### src/rtl/axi_lite_rr_arbiter_pkg.sv
// axi_lite_arb_pkg: state encoding, AXI response codes and index-width helper for the arbiter
package axi_lite_arb_pkg;
  typedef enum logic [2:0] {IDLE, WR_ADDR, WR_RESP, RD_ADDR, RD_RESP} arb_state_e;
  localparam logic [1:0] OKAY = 2'b00;
  localparam logic [1:0] SLVERR = 2'b10;
  function automatic int idx_w(input int n);
    return (n > 1) ? $clog2(n) : 1;
  endfunction
endpackage

### src/rtl/axi_lite_rr_arbiter_if.sv
// axi_lite_rr_arbiter_if: per-master AXI4-Lite ports plus the shared slave port
interface axi_lite_rr_arbiter_if #(
  parameter int NUM_M = 2,
  parameter int ADDR_W = 32,
  parameter int DATA_W = 32
);
  logic [NUM_M*ADDR_W-1:0]     s_awaddr;
  logic [NUM_M-1:0]            s_awvalid, s_awready;
  logic [NUM_M*DATA_W-1:0]     s_wdata;
  logic [NUM_M*(DATA_W/8)-1:0] s_wstrb;
  logic [NUM_M-1:0]            s_wvalid, s_wready;
  logic [1:0]                  s_bresp;
  logic [NUM_M-1:0]            s_bvalid, s_bready;
  logic [NUM_M*ADDR_W-1:0]     s_araddr;
  logic [NUM_M-1:0]            s_arvalid, s_arready;
  logic [DATA_W-1:0]           s_rdata;
  logic [1:0]                  s_rresp;
  logic [NUM_M-1:0]            s_rvalid, s_rready;
  logic [ADDR_W-1:0]           m_awaddr;
  logic                        m_awvalid, m_awready;
  logic [DATA_W-1:0]           m_wdata;
  logic [DATA_W/8-1:0]         m_wstrb;
  logic                        m_wvalid, m_wready;
  logic [1:0]                  m_bresp;
  logic                        m_bvalid, m_bready;
  logic [ADDR_W-1:0]           m_araddr;
  logic                        m_arvalid, m_arready;
  logic [DATA_W-1:0]           m_rdata;
  logic [1:0]                  m_rresp;
  logic                        m_rvalid, m_rready;
  modport master (
    input  s_awaddr, s_awvalid, s_wdata, s_wstrb, s_wvalid, s_bready, s_araddr, s_arvalid, s_rready,
    input  m_awready, m_wready, m_bresp, m_bvalid, m_arready, m_rdata, m_rresp, m_rvalid,
    output s_awready, s_wready, s_bresp, s_bvalid, s_arready, s_rdata, s_rresp, s_rvalid,
    output m_awaddr, m_awvalid, m_wdata, m_wstrb, m_wvalid, m_bready, m_araddr, m_arvalid, m_rready
  );
  modport slave (
    output s_awaddr, s_awvalid, s_wdata, s_wstrb, s_wvalid, s_bready, s_araddr, s_arvalid, s_rready,
    output m_awready, m_wready, m_bresp, m_bvalid, m_arready, m_rdata, m_rresp, m_rvalid,
    input  s_awready, s_wready, s_bresp, s_bvalid, s_arready, s_rdata, s_rresp, s_rvalid,
    input  m_awaddr, m_awvalid, m_wdata, m_wstrb, m_wvalid, m_bready, m_araddr, m_arvalid, m_rready
  );
endinterface

### src/rtl/axi_lite_rr_arbiter_rr_pick.sv
// rr_pick: first requester at or after ptr, wrapping, as one-hot and binary index
module rr_pick
  import axi_lite_arb_pkg::*;
#(
  parameter int NUM_M = 2,
  localparam int IW = idx_w(NUM_M)
) (
  input  logic [NUM_M-1:0] req_i,
  input  logic [IW-1:0]    ptr_i,
  output logic [NUM_M-1:0] gnt_o,
  output logic [IW-1:0]    idx_o
);
  // scan from ptr upward modulo NUM_M and keep the first hit
  always_comb begin
    logic [IW-1:0] j;
    logic found;
    gnt_o = '0;
    idx_o = '0;
    found = 1'b0;
    j = '0;
    for (int i = 0; i < NUM_M; i++) begin
      j = IW'((int'(ptr_i) + i) % NUM_M);
      if (req_i[j] && !found) begin
        found = 1'b1;
        gnt_o[j] = 1'b1;
        idx_o = j;
      end
    end
  end
endmodule

### src/rtl/axi_lite_rr_arbiter.sv
// axi_lite_rr_arbiter: round-robin sharing of one AXI4-Lite slave, one transaction at a time
module axi_lite_rr_arbiter
  import axi_lite_arb_pkg::*;
#(
  parameter int NUM_M = 2,
  parameter int ADDR_W = 32,
  parameter int DATA_W = 32
) (
  input  logic                  clk,
  input  logic                  reset_n,
  axi_lite_rr_arbiter_if.master bus,
  output logic [NUM_M-1:0]      grant,
  output logic                  busy
);
  localparam int IW = idx_w(NUM_M);
  localparam int SW = DATA_W / 8;
  arb_state_e state_q;
  logic [NUM_M-1:0] grant_q, req, pick_gnt;
  logic [IW-1:0] gidx_q, ptr_q, ptr_d, pick_idx;
  logic aw_done_q, w_done_q;
  logic st_wa, st_wr, st_ra, st_rr;
  logic aw_fire, w_fire, b_fire, ar_fire, r_fire;
  assign req = bus.s_awvalid | bus.s_arvalid;
  assign ptr_d = (int'(gidx_q) == NUM_M - 1) ? '0 : gidx_q + 1'b1;
  assign st_wa = state_q == WR_ADDR;
  assign st_wr = state_q == WR_RESP;
  assign st_ra = state_q == RD_ADDR;
  assign st_rr = state_q == RD_RESP;
  assign aw_fire = bus.m_awvalid && bus.m_awready;
  assign w_fire = bus.m_wvalid && bus.m_wready;
  assign b_fire = bus.m_bvalid && bus.m_bready;
  assign ar_fire = bus.m_arvalid && bus.m_arready;
  assign r_fire = bus.m_rvalid && bus.m_rready;
  assign grant = grant_q;
  assign busy = state_q != IDLE;
  rr_pick #(.NUM_M(NUM_M)) u_pick (
    .req_i (req),
    .ptr_i (ptr_q),
    .gnt_o (pick_gnt),
    .idx_o (pick_idx)
  );
  // route the granted master to the slave; everything gated by state so reset silences it at once
  always_comb begin
    bus.m_awaddr  = st_wa ? bus.s_awaddr[int'(gidx_q)*ADDR_W +: ADDR_W] : '0;
    bus.m_awvalid = st_wa && !aw_done_q && bus.s_awvalid[gidx_q];
    bus.m_wdata   = st_wa ? bus.s_wdata[int'(gidx_q)*DATA_W +: DATA_W] : '0;
    bus.m_wstrb   = st_wa ? bus.s_wstrb[int'(gidx_q)*SW +: SW] : '0;
    bus.m_wvalid  = st_wa && !w_done_q && bus.s_wvalid[gidx_q];
    bus.m_bready  = st_wr && bus.s_bready[gidx_q];
    bus.m_araddr  = st_ra ? bus.s_araddr[int'(gidx_q)*ADDR_W +: ADDR_W] : '0;
    bus.m_arvalid = st_ra && bus.s_arvalid[gidx_q];
    bus.m_rready  = st_rr && bus.s_rready[gidx_q];
    bus.s_awready = (st_wa && !aw_done_q && bus.m_awready) ? grant_q : '0;
    bus.s_wready  = (st_wa && !w_done_q && bus.m_wready) ? grant_q : '0;
    bus.s_bvalid  = (st_wr && bus.m_bvalid) ? grant_q : '0;
    bus.s_arready = (st_ra && bus.m_arready) ? grant_q : '0;
    bus.s_rvalid  = (st_rr && bus.m_rvalid) ? grant_q : '0;
    bus.s_bresp   = bus.m_bresp;
    bus.s_rdata   = bus.m_rdata;
    bus.s_rresp   = bus.m_rresp;
  end
  // transaction FSM: grant in IDLE, hold until the response handshake, then advance the pointer
  always_ff @(posedge clk or negedge reset_n) begin
    if (!reset_n) begin
      state_q   <= IDLE;
      grant_q   <= '0;
      gidx_q    <= '0;
      ptr_q     <= '0;
      aw_done_q <= 1'b0;
      w_done_q  <= 1'b0;
    end else begin
      case (state_q)
        IDLE: if (|req) begin
          grant_q <= pick_gnt;
          gidx_q  <= pick_idx;
          state_q <= bus.s_awvalid[pick_idx] ? WR_ADDR : RD_ADDR;
        end
        WR_ADDR: if ((aw_done_q || aw_fire) && (w_done_q || w_fire)) begin
          state_q   <= WR_RESP;
          aw_done_q <= 1'b0;
          w_done_q  <= 1'b0;
        end else begin
          aw_done_q <= aw_done_q || aw_fire;
          w_done_q  <= w_done_q || w_fire;
        end
        WR_RESP: if (b_fire) begin
          ptr_q   <= ptr_d;
          grant_q <= '0;
          state_q <= IDLE;
        end
        RD_ADDR: if (ar_fire) state_q <= RD_RESP;
        RD_RESP: if (r_fire) begin
          ptr_q   <= ptr_d;
          grant_q <= '0;
          state_q <= IDLE;
        end
        default: state_q <= IDLE;
      endcase
    end
  end
endmodule

### src/flat_wrapper.sv
// flat-port wrapper written by rule: the top's interface ports become plain ports
module axi_lite_rr_arbiter_flat import axi_lite_arb_pkg::*;
#(
  parameter int NUM_M = 2,
  parameter int ADDR_W = 32,
  parameter int DATA_W = 32
)
  (clk, reset_n, grant, busy, bus_s_awaddr, bus_s_awvalid, bus_s_wdata, bus_s_wstrb, bus_s_wvalid, bus_s_bready, bus_s_araddr, bus_s_arvalid, bus_s_rready, bus_m_awready, bus_m_wready, bus_m_bresp, bus_m_bvalid, bus_m_arready, bus_m_rdata, bus_m_rresp, bus_m_rvalid, bus_s_awready, bus_s_wready, bus_s_bresp, bus_s_bvalid, bus_s_arready, bus_s_rdata, bus_s_rresp, bus_s_rvalid, bus_m_awaddr, bus_m_awvalid, bus_m_wdata, bus_m_wstrb, bus_m_wvalid, bus_m_bready, bus_m_araddr, bus_m_arvalid, bus_m_rready);
  axi_lite_rr_arbiter_if #(.NUM_M(NUM_M), .ADDR_W(ADDR_W), .DATA_W(DATA_W)) bus_i ();
  input  logic clk;
  input  logic reset_n;
  output logic [NUM_M-1:0] grant;
  output logic busy;
  input wire logic [$bits(bus_i.s_awaddr)-1:0] bus_s_awaddr;
  input wire logic [$bits(bus_i.s_awvalid)-1:0] bus_s_awvalid;
  input wire logic [$bits(bus_i.s_wdata)-1:0] bus_s_wdata;
  input wire logic [$bits(bus_i.s_wstrb)-1:0] bus_s_wstrb;
  input wire logic [$bits(bus_i.s_wvalid)-1:0] bus_s_wvalid;
  input wire logic [$bits(bus_i.s_bready)-1:0] bus_s_bready;
  input wire logic [$bits(bus_i.s_araddr)-1:0] bus_s_araddr;
  input wire logic [$bits(bus_i.s_arvalid)-1:0] bus_s_arvalid;
  input wire logic [$bits(bus_i.s_rready)-1:0] bus_s_rready;
  input wire logic [$bits(bus_i.m_awready)-1:0] bus_m_awready;
  input wire logic [$bits(bus_i.m_wready)-1:0] bus_m_wready;
  input wire logic [$bits(bus_i.m_bresp)-1:0] bus_m_bresp;
  input wire logic [$bits(bus_i.m_bvalid)-1:0] bus_m_bvalid;
  input wire logic [$bits(bus_i.m_arready)-1:0] bus_m_arready;
  input wire logic [$bits(bus_i.m_rdata)-1:0] bus_m_rdata;
  input wire logic [$bits(bus_i.m_rresp)-1:0] bus_m_rresp;
  input wire logic [$bits(bus_i.m_rvalid)-1:0] bus_m_rvalid;
  output wire logic [$bits(bus_i.s_awready)-1:0] bus_s_awready;
  output wire logic [$bits(bus_i.s_wready)-1:0] bus_s_wready;
  output wire logic [$bits(bus_i.s_bresp)-1:0] bus_s_bresp;
  output wire logic [$bits(bus_i.s_bvalid)-1:0] bus_s_bvalid;
  output wire logic [$bits(bus_i.s_arready)-1:0] bus_s_arready;
  output wire logic [$bits(bus_i.s_rdata)-1:0] bus_s_rdata;
  output wire logic [$bits(bus_i.s_rresp)-1:0] bus_s_rresp;
  output wire logic [$bits(bus_i.s_rvalid)-1:0] bus_s_rvalid;
  output wire logic [$bits(bus_i.m_awaddr)-1:0] bus_m_awaddr;
  output wire logic [$bits(bus_i.m_awvalid)-1:0] bus_m_awvalid;
  output wire logic [$bits(bus_i.m_wdata)-1:0] bus_m_wdata;
  output wire logic [$bits(bus_i.m_wstrb)-1:0] bus_m_wstrb;
  output wire logic [$bits(bus_i.m_wvalid)-1:0] bus_m_wvalid;
  output wire logic [$bits(bus_i.m_bready)-1:0] bus_m_bready;
  output wire logic [$bits(bus_i.m_araddr)-1:0] bus_m_araddr;
  output wire logic [$bits(bus_i.m_arvalid)-1:0] bus_m_arvalid;
  output wire logic [$bits(bus_i.m_rready)-1:0] bus_m_rready;
  assign bus_i.s_awaddr = bus_s_awaddr;
  assign bus_i.s_awvalid = bus_s_awvalid;
  assign bus_i.s_wdata = bus_s_wdata;
  assign bus_i.s_wstrb = bus_s_wstrb;
  assign bus_i.s_wvalid = bus_s_wvalid;
  assign bus_i.s_bready = bus_s_bready;
  assign bus_i.s_araddr = bus_s_araddr;
  assign bus_i.s_arvalid = bus_s_arvalid;
  assign bus_i.s_rready = bus_s_rready;
  assign bus_i.m_awready = bus_m_awready;
  assign bus_i.m_wready = bus_m_wready;
  assign bus_i.m_bresp = bus_m_bresp;
  assign bus_i.m_bvalid = bus_m_bvalid;
  assign bus_i.m_arready = bus_m_arready;
  assign bus_i.m_rdata = bus_m_rdata;
  assign bus_i.m_rresp = bus_m_rresp;
  assign bus_i.m_rvalid = bus_m_rvalid;
  assign bus_s_awready = bus_i.s_awready;
  assign bus_s_wready = bus_i.s_wready;
  assign bus_s_bresp = bus_i.s_bresp;
  assign bus_s_bvalid = bus_i.s_bvalid;
  assign bus_s_arready = bus_i.s_arready;
  assign bus_s_rdata = bus_i.s_rdata;
  assign bus_s_rresp = bus_i.s_rresp;
  assign bus_s_rvalid = bus_i.s_rvalid;
  assign bus_m_awaddr = bus_i.m_awaddr;
  assign bus_m_awvalid = bus_i.m_awvalid;
  assign bus_m_wdata = bus_i.m_wdata;
  assign bus_m_wstrb = bus_i.m_wstrb;
  assign bus_m_wvalid = bus_i.m_wvalid;
  assign bus_m_bready = bus_i.m_bready;
  assign bus_m_araddr = bus_i.m_araddr;
  assign bus_m_arvalid = bus_i.m_arvalid;
  assign bus_m_rready = bus_i.m_rready;
  axi_lite_rr_arbiter #(.NUM_M(NUM_M), .ADDR_W(ADDR_W), .DATA_W(DATA_W)) u_core (.clk(clk), .reset_n(reset_n), .bus(bus_i), .grant(grant), .busy(busy));
endmodule
### config.mk
export PLATFORM = sky130hd
export DESIGN_NAME = axi_lite_rr_arbiter_flat
export DESIGN_NICKNAME = d
export VERILOG_FILES = /design/src/rtl/axi_lite_rr_arbiter_pkg.sv /design/src/rtl/axi_lite_rr_arbiter_if.sv /design/src/rtl/axi_lite_rr_arbiter_rr_pick.sv /design/src/rtl/axi_lite_rr_arbiter.sv /design/src/flat_wrapper.sv
export SDC_FILE = /design/constraint.sdc
export NUM_CORES = 1
export LEC_CHECK = 0
export CAP_MARGIN = 5
export CORE_AREA = 4 4 155 157
export CTS_CLUSTER_DIAMETER = 120
export CTS_CLUSTER_SIZE = 25
export DETAILED_ROUTE_END_ITERATION = 8
export DIE_AREA = 0 0 159 161
export PLACE_DENSITY_LB_ADDON = 0.1
export SLEW_MARGIN = 20
export SYNTH_ARGS = -nofsm -noshare
export SYNTH_HDL_FRONTEND = slang
export SYNTH_HIERARCHICAL = 1
export SYNTH_SLANG_ARGS = --single-unit
### constraint.sdc
create_clock -name clk -period 1.85 [get_ports clk]
set_input_delay 0.37 -clock clk [delete_from_list [all_inputs] [get_ports clk]]
set_output_delay 0.37 -clock clk [all_outputs]
set_load 0.005 [all_outputs]
==> metrics.md, run 1 <==
| Metric | Value |
|---|---|
| GRT busiest layer | `met2` |
| Area occupied by registers | `231 um^2` |
| Netlist cell types | `39` |
| Worst setup path end | `bus_m_wvalid` |
| Area post-placement | `6300 um^2` |
| Ant. Diodes | `0` |
| WL final | `18900 um` |
| Drt wl/cell | `18.2 um` |
| CP max-delay cell | `dfrtp_4` |
| Primary FF master, synth | `dfrtp_1` |
| WP buf/inv | `3` |
| Routability cong. | `0.759` |
| Slew Limit Fails | `0` |
| DIE AREA | `25600 um^2` |
| Crit Reg-Reg Endpoint | `u_core/aw_done_q$_DFFE_PN0P_` |
| Worst reg-to-reg path cell count | `8` |
| Worst-path maximum fanout | `6` |
| Die height | `161 um` |
| Number of port buffers | `334` |
| Synthesis Warnings | `6` |
| Design area | `7930 um^2` |
| Syn Nets | `604` |
| Number of synthesized flops with an enable pin | `0` |
| Clock Path Buffers | `2` |
| DRC Markers | `0` |
| TritonCTS buffer count | `3` |
| Worst r2r src | `u_core/gidx_q$_DFFE_PN0P_` |
| Setup ws final | `-0.164 ns` |
| Worst Skew | `0.000625 ns` |
| Layout Utilization | `35.2%` |
| All-Layer GR Usage | `13.1%` |
| Layout Area Growth over Synthesis | `215%` |
| Syn avg cell area | `7.17 um^2` |
| Layout cells sized above 1 | `49.4%` |
| CTS tree | `done` |
| Die width | `159 um` |
| Met3 GRT Util | `3.27%` |
| Largest net degree at the start of global routing | `19` |
| DR vias/cell | `3.90` |
| H-Tree Depth | `1` |
| Rel. slew slack | `69.1%` |
| Core ar. | `22500 um^2` |
| Worst vdd ir | `0.000501 V` |
| Congestion Overflow GR | `0` |
| Cell family with most CP delay | `flip-flops` |
| Initial DRC count | `118` |
| Flop2flop setup slack | `0.03 ns` |
| Worst Setup SP | `u_core/gidx_q$_DFFE_PN0P_` |
| Cell Pwr Density | `1380 nW/um^2` |
| Post-synthesis sequential area ratio | `8.95%` |
| Fraction of registers with async set/reset | `100%` |
| Min cycle time layout | `2.01 ns` |
| Crit path arrival time | `1.64 ns` |
| Min Hold Slack | `0.463 ns` |
| Vias in the first global route | `4455` |
| Highest clock rate | `0.496 GHz` |
| Critical Path Start Type | `flip-flop` |
| CTS Root Cell | `clkbuf_16` |
| Tightest Pin Transition | `0.462 ns` |
| Violated checks | `negative setup slack` |
| HP Class | `in -> async` |
| Syn Inst Count | `351` |
| Ports | `407` |
| GR Util met1 | `14.2%` |
| Cell Rows | `55` |
| Critical Path RT | `1.48 ns` |
| Multi-input gate area | `2730 um^2` |
| First-pass GRT wire length | `26600 um` |
| Hpwl dp | `13400 um` |
| Delay of the slowest critical-path stage | `0.54 ns` |
| Critical path class | `reg -> out` |
| Worst-path clk slew | `0.04 ns` |
| Fin crit share | `109%` |
| Layout Nets | `1005` |
| Routed via count | `4043` |
| Initial antenna violation count | `0` |
| Synth Register Bits | `9` |
| Worst-path cell chain | `buf_12 > buf_6 > mux2_4 > and2_1 > buf_2` |
| Max Cap Violations | `0` |
| Hold Vio Cnt, Final | `0` |
| Initial Util | `11.2%` |
| # hold bufs at CTS | `0` |
| Filler cells | `2313` |
| GRT met2 Usage | `25.8%` |
| P_leak | `0.00349 uW` |
| Dpl ws | `-0.248 ns` |
| Clock latency at the later pin of the worst-skew pair | `0.23 ns` |
| RSZ-0062 raised after global routing | `yes` |
| Final setup viols | `93` |
| Critical path depth | `5` |
| First-pass detailed-route iteration total | `4` |
| Sink Count | `9` |
| Synthesized area | `2520 um^2` |
| Kind of end point of the critical path | `primary output` |
| Post-route ant nets | `0` |
| Status | `finished, violations left` |
## area by class of cell
type,count,area share (%)
Tap cell,285,4.50
Inverter,6,0.284
Timing Repair Buffer,456,56.8
Clock buffer,4,0.994
Multi-Input combinational cell,276,34.5
Sequential cell,9,2.92
## where the power goes
| group | leakage [uW] | internal [uW] | switching, uW |
|---|---|---|---|
| registers | 0.000107 | 302 | 174 |
| logic | 0.00334 | 5920 | 4180 |
| clock network | 0.0000382 | 287 | 87.5 |
| total | 0.00349 | 6510 | 4440 |
## layout by cell type, fill, tap and decap left out, types with 2 or more instances in the layout
cell             synthesis  final
clkdlybuf4s50_1          0    218
buf_2                   19     95
mux2i_1                105     71
buf_4                   36     50
nor2_1                 112     44
buf_6                    2     42
nor2_4                   0     38
nor2_2                   0     30
mux2i_4                  0     25
buf_12                   0     24
buf_8                    0     10
nand2_1                 12     10
buf_16                   0      9
mux2i_2                  0      9
clkbuf_16                0      6
inv_1                    6      6
dfrtp_1                  9      6
and3_4                   0      5
dlygate4sd2_1            0      3
mux2_4                   1      3
nand2_4                  0      2
nor4_4                   0      2
nor2b_4                  1      2
or2_2                    2      2
nor2b_1                  3      2
a21oi_4                  0      2
o22a_1                   2      2
dfrtp_2                  0      2
a21boi_2                 1      2
## worst min-delay path by stage
stage | to | slack (ns) | cells past startpoint
after floorplan | u_core/aw_done_q$_DFFE_PN0P_ | 0.07 | 0
after global placement | u_core/aw_done_q$_DFFE_PN0P_ | 0.50 | 1
after detailed placement | u_core/aw_done_q$_DFFE_PN0P_ | 0.52 | 1
after CTS | u_core/ptr_q$_DFFE_PN0P_ | 0.49 | 1
after global routing | u_core/state_q[1]$_DFFE_PN0P_ | 0.50 | 1
final | u_core/ptr_q$_DFFE_PN0P_ | 0.46 | 1
## logic make-up after synthesis
family / Yosys count / share of synthesized area [%]
and+or+nand+nor: 148 / 25.3
muxes: 108 / 43.3
buffers and inverters: 67 / 16.9
AOI/OAI and AO/OA: 19 / 5.62
DFF: 9 / 8.95
## per-stage QoR
step,power (uW),std cells,TNS [ns]
floorplan,3120,351,0
global placement,6650,956,-13.37
detailed placement,6600,956,-13.47
CTS,9670,1021,-7.59
global route,11600,1036,-12.87
finish,10900,1036,-6.84
## synthesized netlist by cell type (2+ instances only)
cell type	count	area share, %
dfrtp_1	9	9.0
clkbuf_1	4	0.60
nor2b_1	3	0.75
or2_2	2	0.50
and2_1	2	0.50
buf_6	2	0.90
inv_1	6	0.90
mux2_2	2	0.90
buf_4	36	11
and3_1	6	1.5
o21ai_0	2	0.40
nand2_1	12	1.8
buf_2	19	3.8
a21boi_1	2	0.60
o22a_1	2	0.70
mux2i_1	105	42
nor4_1	2	0.50
a21oi_1	3	0.60
nor2_1	112	17
## flip-flops by register name (all words and copies together), names as in the netlist
signal	count
u_core/state_q	3
u_core/grant	2
u_core/aw_done_q	1
u_core/gidx_q	1
u_core/ptr_q	1
u_core/w_done_q	1
## per-layer routing
layer,wire length [um],vias to the layer above,part of all wire [%]
met3,1320,30,7.0
met5,0,-,0
met1,7030,1849,37
li1,-,1968,-
met2,10200,196,54
met4,323,0,1.7
## worst register-to-register path: stages (launching register included)
cell,delay (ns)
dfrtp_4,0.54
buf_12,0.17
buf_6,0.11
mux2_4,0.30
buf_6,0.12
buf_6,0.11
a21oi_4,0.16
buf_6,0.12
o22a_1,0.12
## timing repair
item                                   4_1_cts  5_1_grt
gates cloned                                12        4
pin swaps                                   42       37
setup endpoints to repair                  116      112
endpoints found under the hold margin        0        0
setup buffers                               49       21
gates resized for setup                    595      152
No activity file was read; power rests on OpenSTA's default activity.
==> run 2: changes to the inputs <==
--- a/config.mk
+++ b/config.mk
@@ -11,7 +11,9 @@
 export CTS_CLUSTER_SIZE = 25
 export DETAILED_ROUTE_END_ITERATION = 8
 export DIE_AREA = 0 0 159 161
+export MAX_ROUTING_LAYER = met4
 export PLACE_DENSITY_LB_ADDON = 0.1
+export REMOVE_ABC_BUFFERS = 1
 export SLEW_MARGIN = 20
 export SYNTH_ARGS = -nofsm -noshare
 export SYNTH_HDL_FRONTEND = slang
==> metrics.md, run 2 (synthesis results as in run 1) <==
| Metric | Value |
|---|---|
| Status | `finished, violations left` |
| Violated checks | `negative setup slack` |
| Number of port buffers | `334 (unchanged)` |
| Area post-placement | `6290 um^2 (about the same)` |
| Slew Limit Fails | `0 (unchanged)` |
| Design area | `6970 um^2 (-12%)` |
| Setup ws final | `-0.139 ns (+0.0250 ns)` |
| CP max-delay cell | `dfrtp_4` |
| Congestion Overflow GR | `0 (unchanged)` |
| Sink Count | `9 (unchanged)` |
| Placed Cells | `957 (+0.10%)` |
| Min cycle time layout | `1.99 ns (-0.0250 ns)` |
| Initial DRC count | `83 (-30%)` |
| Worst Setup SP | `u_core/gidx_q$_DFFE_PN0P_` |
| Worst-path clk slew | `0.04 ns (about the same)` |
| DRC Markers | `0 (unchanged)` |
| Routability cong. | `0.779 (+2.6%)` |
| First-pass GRT wire length | `26500 um (about the same)` |
| WL final | `20300 um (+7.3%)` |
| Fin crit share | `108% (-1.4 points)` |
| Tightest Pin Transition | `0.515 ns (+0.0532 ns)` |
| Hpwl dp | `15800 um (+18%)` |
| Layout Area Growth over Synthesis | `177%` |
| CTS tree | `done` |
| Crit path arrival time | `1.62 ns (-0.02 ns)` |
| Worst Skew | `0.00325 ns (+0.00263 ns)` |
| Total design power | `8730 uW (-20%)` |
| Drt wl/cell | `20.2 um (+11%)` |
| H-Tree Depth | `1 (unchanged)` |
| CTS Root Cell | `clkbuf_16` |
| # hold bufs at CTS | `0 (unchanged)` |
| Layout Nets | `973 (-3.2%)` |
| Initial antenna violation count | `0 (unchanged)` |
| Clock Path Buffers | `2 (unchanged)` |
| TritonCTS buffer count | `3 (unchanged)` |
| Worst vdd ir | `0.000417 V (-17%)` |
| Worst r2r src | `u_core/state_q[1]$_DFFE_PN0P_` |
| Highest clock rate | `0.503 GHz (+1.3%)` |
| Die height | `161 um (unchanged)` |
| DIE AREA | `25600 um^2 (unchanged)` |
| Worst setup path end | `bus_m_awvalid` |
| Ports | `407 (unchanged)` |
| Max reg flops | `3 (unchanged)` |
| Initial Util | `11.2% (unchanged)` |
| Largest net degree at the start of global routing | `43 (+24)` |
| Fin Setup TNS | `-2.33 ns (+4.50 ns)` |
| Rel. slew slack | `65.6% (-3.6 points)` |
| Most common cell after layout, fill and taps aside | `clkdlybuf4s50_1` |
| Most frequent cells in the layout | `218 x clkdlybuf4s50_1, 86 x mux2i_1, 78 x nor2_1` |
| Critical Path RT | `1.48 ns (about the same)` |
| Cell Rows | `55 (unchanged)` |
| Worst-path maximum fanout | `4 (-2)` |
| Worst reg-to-reg path cell count | `6 (-2)` |
| Critical path class | `reg -> out` |
| Largest Register | `u_core/state_q` |
| Delay of the slowest critical-path stage | `0.52 ns (-0.02 ns)` |
| Non-filler cells, final | `1004 (-3.1%)` |
| P_leak | `0.00324 uW (-7.2%)` |
| Flop2flop setup slack | `0.07 ns (+0.04 ns)` |
| Min Hold Slack | `0.478 ns (+0.0150 ns)` |
| DR vias/cell | `3.99 (+2.3%)` |
| Kind of end point of the critical path | `primary output` |
| First-pass detailed-route iteration total | `4 (unchanged)` |
| Max Cap Violations | `0 (unchanged)` |
| Layout cells sized above 1 | `38.4% (-11 points)` |
| HP Class | `in -> async` |
| Ant. Diodes | `0 (unchanged)` |
| Crit Reg-Reg Endpoint | `u_core/gidx_q$_DFFE_PN0P_` |
| RSZ-0062 raised after global routing | `yes` |
| Final setup viols | `48 (-48%)` |
| Hold Vio Cnt, Final | `0 (unchanged)` |
| Routed via count | `4009 (-0.84%)` |
| Post-route ant nets | `0 (unchanged)` |
| Vias in the first global route | `4281 (-3.9%)` |
| Cell Pwr Density | `1250 nW/um^2 (-9.3%)` |
| Core ar. | `22500 um^2 (unchanged)` |
| Critical Path Start Type | `flip-flop` |
| Die width | `159 um (unchanged)` |
| All-Layer GR Usage | `14.0% (+0.92 points)` |
| Worst-path cell chain | `buf_12 > buf_8 > mux2_4 > and2_4 > buf_6` |
| Clock latency at the later pin of the worst-skew pair | `0.24 ns (about the same)` |
[run 2: cell types whose count changed in the layout (fill, tap and decap cells not counted), moves of 5 or more]
cell / previous run / this run
nor2_1: 44 / 78
buf_2: 95 / 67
clkbuf_2: 0 / 27
nor2_4: 38 / 11
buf_6: 42 / 27
mux2i_1: 71 / 86
buf_12: 24 / 14
dlygate4sd2_1: 3 / 13
mux2i_4: 25 / 15
buf_4: 50 / 42
buf_16: 9 / 2
nor2_2: 30 / 23
mux2i_2: 9 / 4
[run 2: where the power goes]
group / switching [uW] / internal, uW / total [uW]
Sequential: 149 / 302 / 451
Clock: 107 / 286 / 393
Combinational: 3390 / 4490 / 7880
[run 2: metal layers]
layer	up-vias	GRT usage, %	wire, um
li1	1900	-	-
met1	1799	16.3	8220
met2	294	22.5	9320
met3	16	7.71	2560
met4	0	0.907	151
met5	-	-	0
[run 2: layout make-up]
| cell class | count | area [um^2] |
|---|---|---|
| clock buffers | 3 | 75.1 |
| clock inverters | 1 | 5.00 |
| flip-flops and latches | 9 | 231 |
| well taps | 285 | 357 |
| multi-input cells | 276 | 2310 |
| inverters | 6 | 22.5 |
| fillers | 2418 | 15500 |
| repair buffers | 424 | 3970 |
[run 2: worst min-delay path by stage]
stage,start,to,slack [ns],depth (start not counted)
6_report,reset_n,u_core/gidx_q$_DFFE_PN0P_,0.48,1
5_1_grt,reset_n,u_core/gidx_q$_DFFE_PN0P_,0.50,1
4_1_cts,reset_n,u_core/gidx_q$_DFFE_PN0P_,0.48,1
3_5_place_dp,u_core/aw_done_q$_DFFE_PN0P_,u_core/aw_done_q$_DFFE_PN0P_,0.52,1
3_3_place_gp,u_core/aw_done_q$_DFFE_PN0P_,u_core/aw_done_q$_DFFE_PN0P_,0.50,1
2_1_floorplan,reset_n,u_core/aw_done_q$_DFFE_PN0P_,0.07,0
[run 2: stage by stage]
step,utilization [%],setup WS (ns)
6_report,31.0,-0.139
5_1_grt,31.0,-0.186
4_1_cts,29.5,-0.336
3_5_place_dp,28.0,-0.381
3_3_place_gp,28.0,-0.379
2_1_floorplan,-,-2.89
[run 2: critical path: cells and delay by family (launching register included)]
family        cells  cell delay (ns)
buf+inv           3             0.39
simple gates      1             0.15
mux               1             0.32
flops             1             0.52
[run 2: repair_timing]
item | in CTS | in global routing
pin swaps | 10 | 29
cloned | 5 | 8
buffers inserted | 22 | 15
gates resized for setup | 313 | 244
setup endpoints to repair | 116 | 114
==> run 3: changes to the inputs <==
--- a/config.mk
+++ b/config.mk
@@ -6,11 +6,13 @@
 export NUM_CORES = 1
 export LEC_CHECK = 0
 export CAP_MARGIN = 5
-export CORE_AREA = 4 4 155 157
+export CORE_AREA = 4 4 157 159
+export CTS_BUF_LIST = sky130_fd_sc_hd__clkbuf_16
 export CTS_CLUSTER_DIAMETER = 120
 export CTS_CLUSTER_SIZE = 25
 export DETAILED_ROUTE_END_ITERATION = 8
-export DIE_AREA = 0 0 159 161
+export DIE_AREA = 0 0 161 163
+export DONT_BUFFER_PORTS = 1
 export MAX_ROUTING_LAYER = met4
 export PLACE_DENSITY_LB_ADDON = 0.1
 export REMOVE_ABC_BUFFERS = 1
==> metrics.md, run 3 (synthesis results as in run 1) <==
| Metric | Value |
|---|---|
| Slew Limit Fails | `0 (unchanged)` |
| Layout cells sized above 1 | `14.7% (-24 points)` |
| Layout Area Growth over Synthesis | `15.5%` |
| Initial antenna violation count | `2 (+2)` |
| Clock Path Buffers | `2 (unchanged)` |
| Setup ws final | `0.0207 ns (+0.160 ns)` |
| Hpwl dp | `11200 um (-29%)` |
| TritonCTS buffer count | `3 (unchanged)` |
| RSZ-0062 raised after global routing | `yes` |
| Tightest Pin Transition | `0.475 ns (-0.0402 ns)` |
| Congestion Overflow GR | `0 (unchanged)` |
| HP Class | `in -> reg` |
| Delay of the slowest critical-path stage | `0.42 ns (-0.10 ns)` |
| Layout Utilization | `12.5% (-18 points)` |
| Number of port buffers | `0 (-100%)` |
| Worst-path maximum fanout | `6 (+2)` |
| Cell Rows | `56 (+1.8%)` |
| Cell family with most CP delay | `flip-flops` |
| Routed via count | `2453 (-39%)` |
| Fin crit share | `98.9% (-8.7 points)` |
| Ant. Diodes | `0 (unchanged)` |
| Die height | `163 um (+1.2%)` |
| Kind of end point of the critical path | `primary output` |
| DIE AREA | `26200 um^2 (+2.5%)` |
| Critical Path Start Type | `flip-flop` |
| First-pass GRT wire length | `17200 um (-35%)` |
| CTS tree | `done` |
| Largest Register | `u_core/state_q` |
| CP max-delay cell | `dfrtp_4` |
| Layout Nets | `566 (-42%)` |
| Worst Skew | `0.00571 ns (+0.00245 ns)` |
| Max reg flops | `3 (unchanged)` |
| Core ar. | `23300 um^2 (+3.4%)` |
| Vias in the first global route | `2549 (-40%)` |
| Post-route ant nets | `0 (unchanged)` |
| Crit path arrival time | `1.46 ns (-0.16 ns)` |
| Rel. slew slack | `68.3% (+2.7 points)` |
| Final setup viols | `0 (-100%)` |
| Die width | `161 um (+1.3%)` |
| Drt wl/cell | `21.0 um (+4.2%)` |
| Dpl ws | `0.122 ns (+0.503 ns)` |
| Critical Path RT | `1.48 ns (about the same)` |
| CTS Root Cell | `clkbuf_16` |
| Ports | `407 (unchanged)` |
| Worst-path clk slew | `0.04 ns (about the same)` |
| All-Layer GR Usage | `9.16% (-4.9 points)` |
| Area post-placement | `2650 um^2 (-58%)` |
| Initial DRC count | `75 (-9.6%)` |
| Most frequent cells in the layout | `104 x nor2_1, 99 x mux2i_1, 11 x nand2_1` |
| Initial Util | `10.8% (-0.37 points)` |
| DRC Markers | `0 (unchanged)` |
| Clock latency at the later pin of the worst-skew pair | `0.23 ns (about the same)` |
| Highest clock rate | `0.547 GHz (+8.8%)` |
| First-pass detailed-route iteration total | `4 (unchanged)` |
| Sink Count | `9 (unchanged)` |
| H-Tree Depth | `1 (unchanged)` |
| P_leak | `0.00125 uW (-61%)` |
| Hold Vio Cnt, Final | `0 (unchanged)` |
| Cell Pwr Density | `1570 nW/um^2 (+26%)` |
| Worst-path cell chain | `buf_4 > mux2_2 > and2_1` |
| DR vias/cell | `3.89 (-2.6%)` |
| Worst vdd ir | `0.000545 V (+31%)` |
| Largest net degree at the start of global routing | `65 (+51%)` |
| Routability cong. | `0.710 (-8.9%)` |
| WL final | `13300 um (-35%)` |
| Max Cap Violations | `0 (unchanged)` |
| WP buf/inv | `1 (-2)` |
| Min cycle time layout | `1.83 ns (-0.160 ns)` |
| Status | `complete, no violations` |
| Most common cell after layout, fill and taps aside | `nor2_1` |
| Critical path class | `reg -> out` |
| Design area | `2910 um^2 (-58%)` |
run 3: changes by cell type in the layout (fill, tap and decap cells not counted), sizes merged, moves of 13 or more:
cell	delta
clkdlybuf4s50	-218
buf	-144
clkbuf	-31
dlygate4sd2	-13
run 3: final timing paths:
check / start / end / slack (ns) / cells after the start
worst max-delay path: u_core/gidx_q$_DFFE_PN0P_ / bus_m_wvalid / 0.02 / 3
worst min register to register: u_core/aw_done_q$_DFFE_PN0P_ / u_core/aw_done_q$_DFFE_PN0P_ / 0.54 / 1
worst max register to register: u_core/gidx_q$_DFFE_PN0P_ / u_core/state_q[0]$_DFFE_PN0P_ / 0.20 / 5
worst min-delay path: bus_m_wready / u_core/w_done_q$_DFFE_PN0P_ / 0.41 / 3
min in group asynchronous: reset_n / u_core/gidx_q$_DFFE_PN0P_ / 0.53 / 1
max in group asynchronous: reset_n / u_core/gidx_q$_DFFE_PN0P_ / 0.96 / 1
run 3: area by class of cell:
class / instances / area, um^2
Clock buffer: 3 / 75.1
Clock inverter: 1 / 3.75
Fill cell: 2694 / 20400
Inverter: 6 / 22.5
Multi-Input combinational cell: 275 / 1930
Sequential cell: 9 / 230
Tap cell: 319 / 399
Timing Repair Buffer: 18 / 246
run 3: metrics by stage:
step | setup TNS (ns) | std cells | power (uW) | hold slack (ns)
CTS | -0.0699 | 631 | 4600 | 0.399
detailed placement | 0 | 621 | 3800 | 0.0747
floorplan | -272.63 | 290 | 2500 | 0.0744
global route | -0.115 | 631 | 4930 | 0.432
finish | 0 | 631 | 4570 | 0.407
global placement | 0 | 621 | 3820 | 0.0747
run 3: layer usage:
layer / up-vias / share of wire [%] / GRT usage (%) / routed length, um
met5: - / 0 / - / 0
met4: 0 / 0.32 / 0.698 / 42
met3: 6 / 14 / 4.76 / 1900
met2: 253 / 47 / 15.5 / 6170
met1: 1120 / 39 / 10.1 / 5150
li1: 1074 / - / - / -
run 3: where the power goes:
part	internal [uW]	total (uW)	switching, uW
combinational	1620	3780	2160
clock	282	375	92.4
sequential	301	409	108
run 3: repair_timing:
action                                 CTS  global route
gates cloned                             2             0
hold buffers                             1             0
setup endpoints to repair               64            87
pin swaps                                1             1
endpoints found under the hold margin    9             0
buffers inserted                         3             0
resized for setup                        7            15
run 3: worst register-to-register path: stages (launching register included):
cell      delay (ns)
dfrtp_4         0.42
buf_4           0.18
mux2_2          0.39
a21oi_1         0.28
nor2_1          0.12
o221ai_1        0.18
